**config.mk**
```make
export PLATFORM = sky130hd
export DESIGN_NAME = seq_det_param
export DESIGN_NICKNAME = d
export VERILOG_FILES = /design/src/rtl/seq_det_pkg.sv /design/src/rtl/sat_counter.sv /design/src/rtl/seq_det_param.sv
export SDC_FILE = /design/constraint.sdc
export NUM_CORES = 1
export LEC_CHECK = 0
export CORE_MARGIN = 2
export CORE_UTILIZATION = 40
export CTS_CLUSTER_SIZE = 25
export DETAILED_ROUTE_END_ITERATION = 8
export GPL_TIMING_DRIVEN = 0
export PLACE_DENSITY = 0.75
export RECOVER_POWER = 50
export SLEW_MARGIN = 20
export SYNTH_ARGS = -nofsm -noshare
export SYNTH_HDL_FRONTEND = slang
export SYNTH_SLANG_ARGS = --single-unit
```
**constraint.sdc**
```tcl
create_clock -name clk -period 3.22 [get_ports clk]
set_clock_uncertainty 0.2 [all_clocks]
set_input_delay 0.805 -clock clk [delete_from_list [all_inputs] [get_ports clk]]
set_output_delay 0.805 -clock clk [all_outputs]
set_load 0.02 [all_outputs]
```
**src/rtl/seq_det_pkg.sv**
```systemverilog
// seq_det_pkg: shared constants and helpers for the serial pattern detector
package seq_det_pkg;
  localparam logic [3:0] DEF_PATTERN_1101 = 4'b1101;
  function automatic int fill_w(input int pat_w);
    return $clog2(pat_w + 1);
  endfunction
endpackage

```
**src/rtl/sat_counter.sv**
```systemverilog
// sat_counter: up-counter that sticks at all-ones, with clear taking priority over increment
module sat_counter #(
  parameter int W = 8
) (
  input  logic         clk,
  input  logic         rstn,
  input  logic         clr,
  input  logic         inc,
  output logic [W-1:0] q
);
  logic [W-1:0] cnt_q, cnt_d;
  // next count: clear wins, otherwise increment unless already saturated
  always_comb cnt_d = clr ? '0 : (inc && cnt_q != '1) ? cnt_q + W'(1) : cnt_q;
  // count register with synchronous active-low reset
  always_ff @(posedge clk)
    if (!rstn) cnt_q <= '0;
    else cnt_q <= cnt_d;
  assign q = cnt_q;
endmodule

```
**src/rtl/seq_det_param.sv**
```systemverilog
// seq_det_param: Moore serial pattern detector with runtime pattern, overlap mode and match counter
module seq_det_param
  import seq_det_pkg::*;
#(
  parameter int               PAT_W   = 4,
  parameter logic [PAT_W-1:0] PATTERN = PAT_W'(DEF_PATTERN_1101),
  parameter int               CNT_W   = 8
) (
  input  logic             clk,
  input  logic             rstn,
  input  logic             in,
  input  logic             in_valid,
  input  logic             ovl_en,
  input  logic             pat_load,
  input  logic [PAT_W-1:0] pat_in,
  input  logic             cnt_clr,
  output logic             out,
  output logic [CNT_W-1:0] match_cnt,
  output logic             busy
);
  localparam int FW = fill_w(PAT_W);
  logic [PAT_W-1:0] hist_q, hist_d, pat_q, pat_d, nxt;
  logic [FW-1:0]    fill_q, fill_d;
  logic             out_q, accept, hit;
  // shift/compare: a hit needs a full window of accepted bits; pattern load flushes history
  always_comb begin
    nxt    = {hist_q[PAT_W-2:0], in};
    accept = in_valid && !pat_load;
    hit    = accept && (nxt == pat_q) && (fill_q >= FW'(PAT_W - 1));
    hist_d = pat_load ? '0 : accept ? nxt : hist_q;
    fill_d = pat_load ? '0 :
             !accept ? fill_q :
             (hit && !ovl_en) ? '0 :
             (fill_q == FW'(PAT_W)) ? fill_q : fill_q + FW'(1);
    pat_d  = pat_load ? pat_in : pat_q;
  end
  // state and registered match pulse
  always_ff @(posedge clk)
    if (!rstn) begin
      hist_q <= '0;
      fill_q <= '0;
      pat_q  <= PATTERN;
      out_q  <= 1'b0;
    end else begin
      hist_q <= hist_d;
      fill_q <= fill_d;
      pat_q  <= pat_d;
      out_q  <= hit;
    end
  sat_counter #(.W(CNT_W)) u_cnt (
    .clk (clk),
    .rstn(rstn),
    .clr (cnt_clr),
    .inc (hit),
    .q   (match_cnt)
  );
  assign out  = out_q;
  assign busy = (fill_q != '0);
endmodule

```
==> results of run 1 <==
sequential cells by signal, summed over array words and instances (netlist names):
signal and count:
fill_q 3, hist_q 3, out 1, pat_q 4, u_cnt.q 8
cell usage after synthesis, drive strengths merged:
| master | number | area, um^2 |
|---|---|---|
| a211o | 1 | 8.76 |
| nand2 | 6 | 22.5 |
| a31o | 2 | 17.5 |
| nor4b | 1 | 23.8 |
| clkinv | 1 | 3.75 |
| xnor2 | 6 | 82.6 |
| ha | 4 | 50.1 |
| a21oi | 5 | 28.8 |
| mux2i | 9 | 90.1 |
| a31oi | 1 | 6.26 |
| dfxtp | 19 | 380 |
| nor2 | 9 | 33.8 |
| nand2b | 2 | 12.5 |
| o311ai | 1 | 16.3 |
| and2 | 2 | 12.5 |
| nor3 | 1 | 16.3 |
| a21o | 3 | 22.5 |
| o22a | 1 | 8.76 |
| a311oi | 1 | 8.76 |
| inv | 7 | 26.3 |
| buf | 3 | 13.8 |
| nor2b | 1 | 6.26 |
| and4 | 3 | 30.0 |
| nand3 | 4 | 32.5 |
| o22ai | 1 | 6.26 |
| nand4 | 3 | 33.8 |
| and3 | 3 | 21.3 |
layout by cell type, fill, tap and decap left out, types with 4 or more instances in the layout:
| cell | count |
|---|---|
| a21oi_1 | 4 |
| dfxtp_1 | 19 |
| clkdlybuf4s50_1 | 14 |
| nand2_1 | 6 |
| nor2_1 | 9 |
| dlygate4sd3_1 | 4 |
| mux2i_1 | 9 |
| inv_1 | 7 |
| ha_1 | 4 |
kinds of logic (layout without fill, tap and decap cells):
family | Yosys count | in the layout | synth area share, %
flip-flops | 19 | 19 | 37.4
buffers and inverters | 11 | 33 | 4.31
AO/OA/AOI/OAI | 16 | 16 | 12.2
XOR/XNOR | 6 | 6 | 8.13
multiplexers | 9 | 9 | 8.87
adder cells (fa/ha/maj) | 4 | 4 | 4.93
AND/OR/NAND/NOR | 35 | 35 | 24.1
final cells by class:
type                    count  share of cell area [%]
clock buffers               4                    2.14
plain buffers               3                    1.12
inverters                   8                    2.44
flip-flops and latches     19                    30.9
multi-input cells          70                    45.7
repair buffers             18                    14.6
well taps                  30                    3.05
metrics by stage:
step / cell area (um^2) / hold WS (ns) / utilization (%)
2_1_floorplan: 1020 / 0.272 / -
3_3_place_gp: 1230 / 0.301 / 50.7
3_5_place_dp: 1230 / 0.311 / 50.7
4_1_cts: 1260 / 0.336 / 51.8
5_1_grt: 1230 / 0.354 / 50.6
6_report: 1230 / 0.316 / 50.6
critical path, delay by kind of cell:
family	cells	cell delay [ns]
XOR/XNOR	1	0.28
AND/OR/NAND/NOR	1	0.16
buffers and inverters	1	0.46
AO/OA/AOI/OAI	3	0.97
power groups by stage:
stage               registers, mW  logic, mW  clock network, mW
finish                      0.243     0.0429              0.118
floorplan                   0.248     0.0286                  0
global route                0.244     0.0473              0.128
detailed placement          0.249     0.0458                  0
global placement            0.249     0.0443                  0
CTS                         0.244     0.0460              0.124
metal layers:
metal	vias up	global-route usage, %
met3	4	1.64
met5	-	0
li1	399	-
met2	11	27.3
met1	368	18.3
met4	0	8.75
final timing paths:
check | slack, ns | endpoint | cells past startpoint
setup / recovery | 0.50 | fill_q[0]$_SDFFE_PP0P_ | 6
hold / removal | 0.32 | pat_q[0]$_SDFFE_PN1P_ | 2
hold reg to reg | 0.32 | pat_q[0]$_SDFFE_PN1P_ | 2
setup reg to reg | 0.93 | fill_q[0]$_SDFFE_PP0P_ | 7
==> impl_results.md, run 1 <==
* Status: complete, no violations
* Crit end category: register
* Initial DRT Pass Iterations at 1
* Vias in the first global route at about 800
* DP Wirelength at approximately 1400 um
* Seq. cell area at between 300 and 400 um^2
* Unrepaired setup endpoints after global routing: false
* Routed wl met2 at slightly above 900 um
* Max IR drop VDD at between 150 and 200 uV
* Tmin final at 2.72 ns
* Drt via density at just over 5
* Htree depth at 1
* Final wirelength at 1830 um
* DRT iter0 DRCs at 0
* Slowest cell on the critical path: o311ai_0
* HP Class: register to register
* Total gr overflow at 0
* PortBufs at 18
* Initial antenna violation count at 0
* Leak Pwr at roughly 0.48 nW
* Metal3 WL at 38 um
* Post-synthesis sequential area ratio at 37.4%
* First-pass GRT wire length at approximately 3400 um
* Core area at between 2000 and 2500 um^2
* Max_cap viols at 0
* Syn nets at between 100 and 150
* Post-cts sizing count at 0
* Final worst path period share at between 80% and 90%
* Slew @ Worst Pin at about 0.73 ns
* Reported net switching power at 0.0942 mW
* Hold Path Origin: pat_q[0]$_SDFFE_PN1P_
* Cells after synthesis at 100
* Worst path max stage delay at about 0.65 ns
* Post-Layout Cell Count at roughly 150
* Routed len/inst at ~12 um
* Sequential Power Share at around three fifths
* Vias at 782
* Synth Warn # at 0
* Flops & latches, synth at 19
* GP Congestion at just over 0.7
* Skew-Pair Late Insertion Delay at 0.29 ns
* Logic pwr share at about a tenth
* Die X at roughly 54 um
* Largest net degree at the start of global routing at 11
* Multi-input logic area at 562 um^2
* Crit-path cells: clkdlybuf4s50_1 > xnor2_1 > nand4_4 > o311ai_0 > o22a_1 > o22ai_1
* DRC at 0
* Setup TNS at 0 ns
* Area Overhead vs Synth at 21.1%
* Sink Count at 19
* Met1 wire length at ~810 um
* Slew margin rel. at roughly half
* Final Total Pwr at 0.405 mW
* Die height at 54.4 um
* CTS tree: done
* Kind of critical path: input pin to register
* Nets at around 140
* Fillers at 224
* DRT antenna net count at 0
* # rows at 18
* F_max at roughly 370 MHz
* CTS clk-pin slew, worst paths at 0.10 ns
* CP max FO at 4
* CTS Buffer Depth at 2
* DP Worst Slack at between 0.5 and 0.6 ns
* IO Count at 21
* Hold_buf cts at 0
* Required time worst endpoint at between 3 and 4 ns
* Avg Cell Area, Syn at 10.2 um^2
* Int Power at just over 0.3 mW
* Antenna diode count at 0
* CP Launch Type: input pin
* Global Route Usage Sum at 15.6%
* Initial Utilization at about two fifths
* Clock share of power at just under 30%
* CTS root buf: clkbuf_4
* Setup Buffers After CTS at 0
* Reg2Reg Launch Point: fill_q[1]$_SDFFE_PP0P_
* Final Hold Fails at 0
* Die Area at 2960 um^2
* Netlist cell types at 35
* Sw Share at between 20% and 30%
* Clock buffer count from CTS at 3
* Cell Area, Synth at slightly above 1000 um^2
* Final worst slack at 0.503 ns
* Layout cell share with drive strength beyond 1 at between 10% and 20%
* Final Slew Violations at 0
* Final setup viols at 0
* Highest routed layer: met4
* Placed insts at around 150
* Power density cells at 329 nW/um^2
* Crit path DAT at between 2 and 3 ns
* Worst Setup SP: in
(Power assumes the default switching activity.)
==> inputs of run 2 (changes only) <==
==> constraint.sdc (replaced) <==
create_clock -name clk -period 2.8 [get_ports clk]
set_clock_uncertainty 0.2 [all_clocks]
set_input_delay 0.7 -clock clk [delete_from_list [all_inputs] [get_ports clk]]
set_output_delay 0.7 -clock clk [all_outputs]
set_load 0.02 [all_outputs]
==> run 2 against run 1 <==
  * Count of clock-buffer cells in the layout is the same
  * Worst setup slack got worse by 0.22 ns
  * Core utilization down 0.051 points
  * Via count decreased by 0.38%
  * Non-clock buffer count unchanged
  * Cell area fell by 0.10%
  * Power up 15%
  * Clock power grew 16%
  * Routed wire length up 0.22%
  * Cell count did not move
  * Largest cell class unchanged
  * Die area stayed put
==> impl_results.md, run 2 (synthesized netlist as in run 1, its figures left out) <==
* Status: complete, no violations
* Global Route Usage Sum at 15.6% (unchanged)
* Initial DRT Pass Iterations at 4 (+3)
* CTS clk-pin slew, worst paths at 0.10 ns (about the same)
* Clock buffer count from CTS at 3 (unchanged)
* Final wirelength at 1830 um (+0.22%)
* Slew margin rel. at 73.4% (+23 points)
* Final setup viols at 0 (unchanged)
* Kind of critical path: register to output pin
* Required time worst endpoint at 1.90 ns (-1.28 ns)
* Initial antenna violation count at 0 (unchanged)
* Crit end category: output pin
* CTS root buf: clkbuf_4
* Setup TNS at 0 ns (unchanged)
* Commonest cells after routing, fill and taps aside: dfxtp_1, clkdlybuf4s50_1, mux2i_1, nor2_1, inv_1
* # rows at 18 (unchanged)
* Slew @ Worst Pin at 0.398 ns (-0.331 ns)
* Htree depth at 1 (unchanged)
* Area Overhead vs Synth at 20.9%
* Setup Buffers After CTS at 0 (unchanged)
* Sink Count at 19 (unchanged)
* PortBufs at 18 (unchanged)
* Die height at 54.4 um (unchanged)
* DRT antenna net count at 0 (unchanged)
* HP Class: register to register
* Layout cell share with drive strength beyond 1 at 13.9% (+0.82 points)
* Hold_buf cts at 0 (unchanged)
* Final Total Pwr at 0.465 mW (+15%)
* Final Hold Fails at 0 (unchanged)
* Post-cts sizing count at 0 (unchanged)
* Max IR drop VDD at 208 uV (+15%)
* Fin Hold WS at 0.316 ns (-0.000503 ns)
* Crit path DAT at 1.62 ns (-1.06 ns)
* Largest net degree at the start of global routing at 11 (unchanged)
* DRC at 0 (unchanged)
* Skew-Pair Late Insertion Delay at 0.29 ns (about the same)
* Power density cells at 379 nW/um^2 (+15%)
* CTS tree: done
* Drt via density at 5.13 (-0.38%)
* Commonest non-fill, non-tap cell in the layout: dfxtp_1
* IO Count at 21 (unchanged)
* CP max FO at 3 (-1)
* DP Wirelength at 1440 um (unchanged)
* Initial Utilization at 41.8% (unchanged)
* CP Launch Type: register
* Nets at 138 (unchanged)
* Die X at 54.4 um (unchanged)
* Max_cap viols at 0 (unchanged)
* Leak Pwr at 0.476 nW (-0.49%)
* Final worst path period share at 90.0%
* Tmin final at ~2.5 ns
* Vias at 779 (-0.38%)
* CTS Buffer Depth at 2 (unchanged)
* F_max at approximately 400 MHz
* Largest register FFs at 8 (unchanged)
* Routed len/inst at 12.0 um (+0.22%)
* First-pass GRT wire length at 3350 um (unchanged)
* Core area at 2430 um^2 (unchanged)
* DRT iter0 DRCs at 5 (+5)
* Die Area at 2960 um^2 (unchanged)
* Antenna diode count at 0 (unchanged)
* Vias in the first global route at 797 (unchanged)
* Final Slew Violations at 0 (unchanged)
* Total gr overflow at 0 (unchanged)
* Unrepaired setup endpoints after global routing: false
* GP Congestion at 0.713 (unchanged)
## run 2: cell counts in the layout (fill, tap and decap cells not counted)
Identical to the previous run, type by type.
## run 2: worst paths after layout
path | start | end | slack (ns) | depth (start not counted)
worst min register to register | pat_q[0]$_SDFFE_PN1P_ | pat_q[0]$_SDFFE_PN1P_ | 0.32 | 2
worst max register to register | fill_q[1]$_SDFFE_PP0P_ | fill_q[0]$_SDFFE_PP0P_ | 0.71 | 7
worst max-delay path | fill_q[0]$_SDFFE_PP0P_ | busy | 0.28 | 4
worst min-delay path | pat_q[0]$_SDFFE_PN1P_ | pat_q[0]$_SDFFE_PN1P_ | 0.32 | 2
## run 2: worst max-delay path, cell delays in order, from the launching register on
cell	delay [ns]
dfxtp_1	0.37
inv_1	0.08
ha_1	0.22
nand2_1	0.07
clkdlybuf4s50_1	0.59
## run 2: routing by layer
metal	vias up	wire, um	track usage [%]
met3	5	43	1.64
met1	364	808	18.3
li1	398	-	-
met2	12	930	27.3
met5	-	0	0
met4	0	48	8.75
## run 2: cell type report
cell class | instances | area (um^2)
inverter | 8 | 30.0
multi-input combinational | 70 | 561
fill | 225 | 1200
tap | 30 | 37.5
buffer | 3 | 13.8
timing repair buffer | 18 | 180
sequential | 19 | 380
clock buffer | 4 | 26.3
## run 2: stage by stage
step                util, %  area, um^2  std cells  setup slack [ns]
global placement       50.7        1230        148             0.254
detailed placement     50.7        1230        148             0.223
CTS                    51.8        1260        152             0.258
finish                 50.5        1230        152             0.279
global route           50.5        1230        152             0.196
floorplan                 -        1020        100             0.819
## run 2: report_power, final
part           internal (mW)  leakage [nW]  switching, mW
combinational         0.0267         0.307         0.0216
sequential             0.275         0.154        0.00485
clock                 0.0555        0.0150         0.0817
==> inputs of run 3 (changes only) <==
--- a/config.mk
+++ b/config.mk
@@ -5,12 +5,13 @@
 export SDC_FILE = /design/constraint.sdc
 export NUM_CORES = 1
 export LEC_CHECK = 0
+export ABC_AREA = 1
 export CORE_MARGIN = 2
 export CORE_UTILIZATION = 40
 export CTS_CLUSTER_SIZE = 25
 export DETAILED_ROUTE_END_ITERATION = 8
 export GPL_TIMING_DRIVEN = 0
-export PLACE_DENSITY = 0.75
+export PLACE_DENSITY = 0.77
 export RECOVER_POWER = 50
 export SLEW_MARGIN = 20
 export SYNTH_ARGS = -nofsm -noshare
==> constraint.sdc (replaced) <==
create_clock -name clk -period 2.2 [get_ports clk]
set_clock_uncertainty 0.2 [all_clocks]
set_input_delay 0.55 -clock clk [delete_from_list [all_inputs] [get_ports clk]]
set_output_delay 0.55 -clock clk [all_outputs]
set_load 0.02 [all_outputs]
==> run 3 against run 2 <==
  * Power grew 34%
  * Worst setup slack lost 0.21 ns
  * Sequential power grew 29%
  * Highest routed layer unchanged
  * Largest cell class unchanged
==> impl_results.md, run 3 <==
* Die height at 54.6 um (+0.28%)
* Ys flop type: dfxtp_1
* Final setup viols at 0 (unchanged)
* Required time worst endpoint at 1.45 ns (-0.45 ns)
* Total gr overflow at 0 (unchanged)
* Cell Area, Synth at 1020 um^2 (+0.62%)
* Layout cell share with drive strength beyond 1 at 9.26% (-4.7 points)
* Max_cap viols at 0 (unchanged)
* DP Wirelength at 1540 um (+6.9%)
* Crit-path cells: clkdlybuf4s50_1
* Fin Hold WS at 0.294 ns (-0.0214 ns)
* Htree depth at 1 (unchanged)
* DRT iter0 DRCs at 22 (+17)
* Setup Buffers After CTS at 0 (unchanged)
* Max IR drop VDD at 329 uV (+58%)
* Die X at 54.6 um (+0.28%)
* Final worst path period share at approximately 97%
* HP Class: register to register
* Power density cells at 497 nW/um^2 (+31%)
* Placed insts at 188 (+27%)
* Post-Layout Cell Count at 192 (+26%)
* Area Overhead vs Synth at 22.5%
* Critical path depth in cells at 1 (-3)
* Hold Path Origin: hist_q[0]$_SDFFE_PP0P_
* Setup TNS at 0 ns (unchanged)
* Worst Setup SP: u_cnt.q[5]$_SDFFE_PP0P_
* Clock buffer count from CTS at 3 (unchanged)
* First-pass GRT wire length at 3230 um (-3.7%)
* GP Congestion at 0.732 (+2.7%)
* CP top delay family: buffers and inverters
* Leak Pwr at 0.544 nW (+14%)
* Initial antenna violation count at 0 (unchanged)
* Core area at 2450 um^2 (+0.93%)
* DRT antenna net count at 0 (unchanged)
* Reg2Reg Launch Point: fill_q[1]$_SDFFE_PP0P_
* CP Launch Type: register
* Sink Count at 19 (unchanged)
* CTS clk-pin slew, worst paths at 0.11 ns (about the same)
* Post-synthesis sequential area ratio at 37.2% (-0.23 points)
* Multi-input logic area at 548 um^2 (-2.2%)
* Placement Cell Area at 1250 um^2 (+1.3%)
* Routed len/inst at 10.3 um (-14%)
* Ys async rst share at 0% (unchanged)
* CTS Buffer Depth at 2 (unchanged)
* Synth top cells by count: nand2_1, dfxtp_1, inv_1
* Vias at 923 (+18%)
* Seq. cell area at 380 um^2 (unchanged)
* Flops & latches, synth at 19 (unchanged)
* Post-Layout Inst Area at 1250 um^2 (+1.9%)
* Initial Utilization at 41.6% (-0.13 points)
* Hold_buf cts at 0 (unchanged)
* Post-synth EDFFs at 0 (unchanged)
* PortBufs at 19 (+1)
* Avg Cell Area, Syn at 7.35 um^2 (-28%)
* DRC at 0 (unchanged)
* Area contributors post-synth: dfxtp_1, nand2_1, inv_1, a21oi_1, nor2_1
* WP buf/inv at 1 (-1)
* Antenna diode count at 0 (unchanged)
* Global Route Usage Sum at 15.2% (-0.36 points)
* Crit end category: output pin
* IO Count at 21 (unchanged)
* # rows at 18 (unchanged)
* Skew-Pair Late Insertion Delay at 0.30 ns (about the same)
* Slew @ Worst Pin at 0.319 ns (-0.0793 ns)
* Final worst slack at 0.0721 ns (-0.207 ns)
* Post-synth top area share at 37.2% (-0.23 points)
* CP max FO at 5 (+2)
* Nets at 178 (+29%)
* CTS tree: done
* Synth Warn # at 0 (unchanged)
* Fillers at 248 (+10%)
* DP Worst Slack at -0.0605 ns (-0.283 ns)
* Initial DRT Pass Iterations at 4 (unchanged)
* Netlist cell types at 21 (-40%)
* Status: complete, no violations
* Tmin final at about 2.1 ns
* Kind of critical path: register to output pin
* CTS root buf: clkbuf_4
* Slew margin rel. at 78.5% (+5.1 points)
* Syn nets at 154 (+34%)
* Unrepaired setup endpoints after global routing: false
* Worst path max stage delay at 0.64 ns (+0.05 ns)
* Count leader, synth: nand2_1
* Cells after synthesis at 139 (+39%)
* Commonest non-fill, non-tap cell in the layout: nand2_1
* F_max at about 470 MHz
* R2r worst-path depth at 11 (+4)
* Commonest cells after routing, fill and taps aside: nand2_1, inv_1, dfxtp_1, nor2_1, clkdlybuf4s50_1
* Crit path DAT at 1.38 ns (-0.24 ns)
* Final Hold Fails at 0 (unchanged)
* Final Slew Violations at 0 (unchanged)
* Drt via density at 4.81 (-6.2%)
* Largest register FFs at 8 (unchanged)
* Largest area contributor in the netlist: dfxtp_1
* Vias in the first global route at 770 (-3.4%)
* Die Area at 2980 um^2 (+0.57%)
* Worst Hold Depth at 2 (unchanged)
* Slowest cell on the critical path: clkdlybuf4s50_1
* Final wirelength at 1990 um (+8.5%)
* Largest net degree at the start of global routing at 12 (+1)
[run 3: changes by cell type in the layout (fill, tap and decap cells not counted), moves of 4 or more]
cell     before  now
nand2_1       6   36
inv_1         7   19
mux2i_1       9    0
a21oi_1       4   12
nor2_1        9   15
o21ai_0       0    6
nand3_1       3    8
xor2_1        0    4
[run 3: repair_timing]
item | 4_1_cts | 5_1_grt
pin swaps | 0 | 0
cloned | 0 | 0
resized for setup | 1 | 4
setup endpoints to repair | 1 | 3
hold endpoints to repair | 0 | 0
[run 3: path summary, 6_finish.rpt]
kind,end,slack (ns)
worst max register to register,u_cnt.q[6]$_SDFFE_PP0P_,0.29
worst min-delay path,hist_q[1]$_SDFFE_PP0P_,0.29
worst min register to register,hist_q[1]$_SDFFE_PP0P_,0.29
worst max-delay path,match_cnt[5],0.07
[run 3: cells by family (layout without fill, tap and decap cells)]
| family | count (synthesis) | count (layout) | synth area share, % |
|---|---|---|---|
| DFF | 19 | 19 | 37.2 |
| buffers and inverters | 21 | 44 | 8.93 |
| AOI/OAI and AO/OA | 19 | 19 | 9.55 |
| adders and majority gates | 4 | 4 | 4.90 |
| and+or+nand+nor | 70 | 70 | 34.3 |
| xor gates and xnor gates | 6 | 6 | 5.14 |
[run 3: cell type report]
type	instances	area share (%)
tap	30	3.00
buffer	1	0.899
timing repair buffer	19	13.8
clock inverter	1	0.400
sequential	19	30.4
multi-input combinational	99	43.8
inverter	20	5.99
clock buffer	3	1.80
[run 3: per-stage QoR]
stage,utilization [%],power (mW)
finish,51.0,0.623
global route,51.0,0.659
CTS,52.0,0.631
detailed placement,50.9,0.452
global placement,50.9,0.450
floorplan,-,0.421
[run 3: metal layers]
layer / vias up / wire (um) / global-route usage (%) / share of wire [%]
met5: - / 0 / 0 / 0
met4: 0 / 23 / 5.00 / 1.2
met3: 5 / 115 / 5.74 / 5.8
met2: 24 / 913 / 24.3 / 46
met1: 410 / 933 / 18.7 / 47
li1: 484 / - / - / -
[run 3: power by group]
group	switching [mW]	internal (mW)	total (mW)
Combinational	0.0453	0.0356	0.0809
Sequential	0.00689	0.353	0.360
Clock	0.114	0.0679	0.182
Total	0.166	0.457	0.623
==> RTL edit, RTL diff (config.mk and constraints of run 3) <==
Register the output `match_cnt`; this adds one clock of latency there. The other outputs are not delayed to match.
--- a/src/rtl/seq_det_param.sv
+++ b/src/rtl/seq_det_param.sv
@@ -19,6 +19,8 @@
   output logic             busy
 );
   localparam int FW = fill_w(PAT_W);
+
+  logic [CNT_W-1:0] match_cnt_d;
   logic [PAT_W-1:0] hist_q, hist_d, pat_q, pat_d, nxt;
   logic [FW-1:0]    fill_q, fill_d;
   logic             out_q, accept, hit;
@@ -52,9 +54,13 @@
     .rstn(rstn),
     .clr (cnt_clr),
     .inc (hit),
-    .q   (match_cnt)
+    .q   (match_cnt_d)
   );
   assign out  = out_q;
   assign busy = (fill_q != '0);
+  always_ff @(posedge clk) begin
+    match_cnt <= match_cnt_d;
+  end
+
 endmodule
 
Formal check against the unedited RTL: not equivalent (Yosys sat finds a counterexample within 10 cycles, from zero or initial values and one cycle with rstn low).
==> RTL edit against run 3 <==
- cell area up 13%
- total power is 27% higher
- sequential cell count rose by 8
- clock power grew 16%
- area after synthesis up 12%
- cell count increased by 4.7%
- wire length decreased by 4.6%
- worst setup slack better by 0.030 ns
- largest cell class is now sequential cells
==> RTL edit: results (changes against run 3) <==
- Outcome: finished clean
- Synth top area cells: dfxtp_1, nand2_1, inv_1
- Placed instance count: 197 (+4.8%)
- Critical Path End: busy
- Adder-Cell Fraction of Synth Area: 4.362% (-0.53 points)
- Nets: 186 (+4.5%)
- Mux cell area share after synthesis: 0% (unchanged)
- Worst-Skew Late Latency: 0.33 ns (+0.03 ns)
- Slowest-stage cell, CP: dfxtp_2
- Metal2 WL: 946 um (+3.6%)
- Post-synthesis sequential area ratio: 47.11% (+9.9 points)
- Setup WS pre-CTS: -0.1749 ns (-0.1145 ns)
- Via density per instance: 4.682 (-2.6%)
- Vias in the first global route: 882 (+15%)
- Synth Area in Compound Gates: 8.942% (-0.60 points)
- RePlAce Congestion: 0.8055 (+10%)
- Largest net degree at the start of global routing: 17 (+5)
- Max VDD drop: 0.5001 mV (+52%)
- Tot GR Track Use: 12.62% (-2.6 points)
- Leakage: 0.6002 nW (+10%)
- Cells after Synth: 146 (+5.0%)
- M1 GR Usage: 12.68% (-6.0 points)
- First-pass GRT wire length: 3.305 mm (+2.4%)
- Crit path arrival time: 1.35 ns (-0.03 ns)
- Netlist cell types: 18 (-14%)
- P_sw: 0.1889 mW (+14%)
- Met2 usage in global routing: 24.03% (-0.27 points)
- DRT Pass-1 Iters: 4 (unchanged)
- Met3 global-route usage: 4.308% (-1.4 points)
- DP Area: 1386 sq um (+11%)
- DR WL/cell: 9.428 um (-8.9%)
- Register-to-Register Setup Slack: 0.44 ns (+0.15 ns)
- Post-DP HPWL: 1.520 mm (-1.5%)
- Total power: 0.7912 mW (+27%)
- Commonest cells post-synth: nand2_1, dfxtp_1, inv_1
- Initial DRC count: 17 (-23%)
- DR WL met3: 111 um (-3.5%)
- Synthesized Nets: 161 (+4.5%)
- DRT met1 WL: 826 um (-11%)
- Reg clk slew, reported paths: 0.14 ns (+0.03 ns)
- CP max FO: 4 (-1)
- DR vias: 941 (+2.0%)
- Critical path startpoint: fill_q[0]
- Seq. pwr: 0.505 mW (+40%)
- Post-route setup slack: 0.1022 ns (+0.03008 ns)
- P_comb: 0.0750 mW (-7.3%)
- Quantity of I/O buffers inserted on ports: 20 (+1)
[RTL edit: worst min path at each step]
| stage | startpoint | to | slack, ns | depth (start not counted) |
|---|---|---|---|---|
| 6_report | u_cnt.q[6] | match_cnt[6] | 0.19 | 0 |
| 5_1_grt | u_cnt.q[6] | match_cnt[6] | 0.21 | 0 |
| 4_1_cts | u_cnt.q[6] | match_cnt[6] | 0.20 | 0 |
| 3_5_place_dp | u_cnt.q[6] | match_cnt[6] | 0.18 | 0 |
| 3_3_place_gp | u_cnt.q[6] | match_cnt[6] | 0.18 | 0 |
| 2_1_floorplan | u_cnt.q[6] | match_cnt[6] | 0.16 | 0 |
[RTL edit: cell type report]
type                    instances  area [sq um]
fillers                       245          1319
flip-flops and latches         27         543.0
multi-input cells              99         529.3
repair buffers                 20         198.9
inverters                      20         75.07
well taps                      31         38.79
clock buffers                   3         22.52
clock inverters                 1         7.507
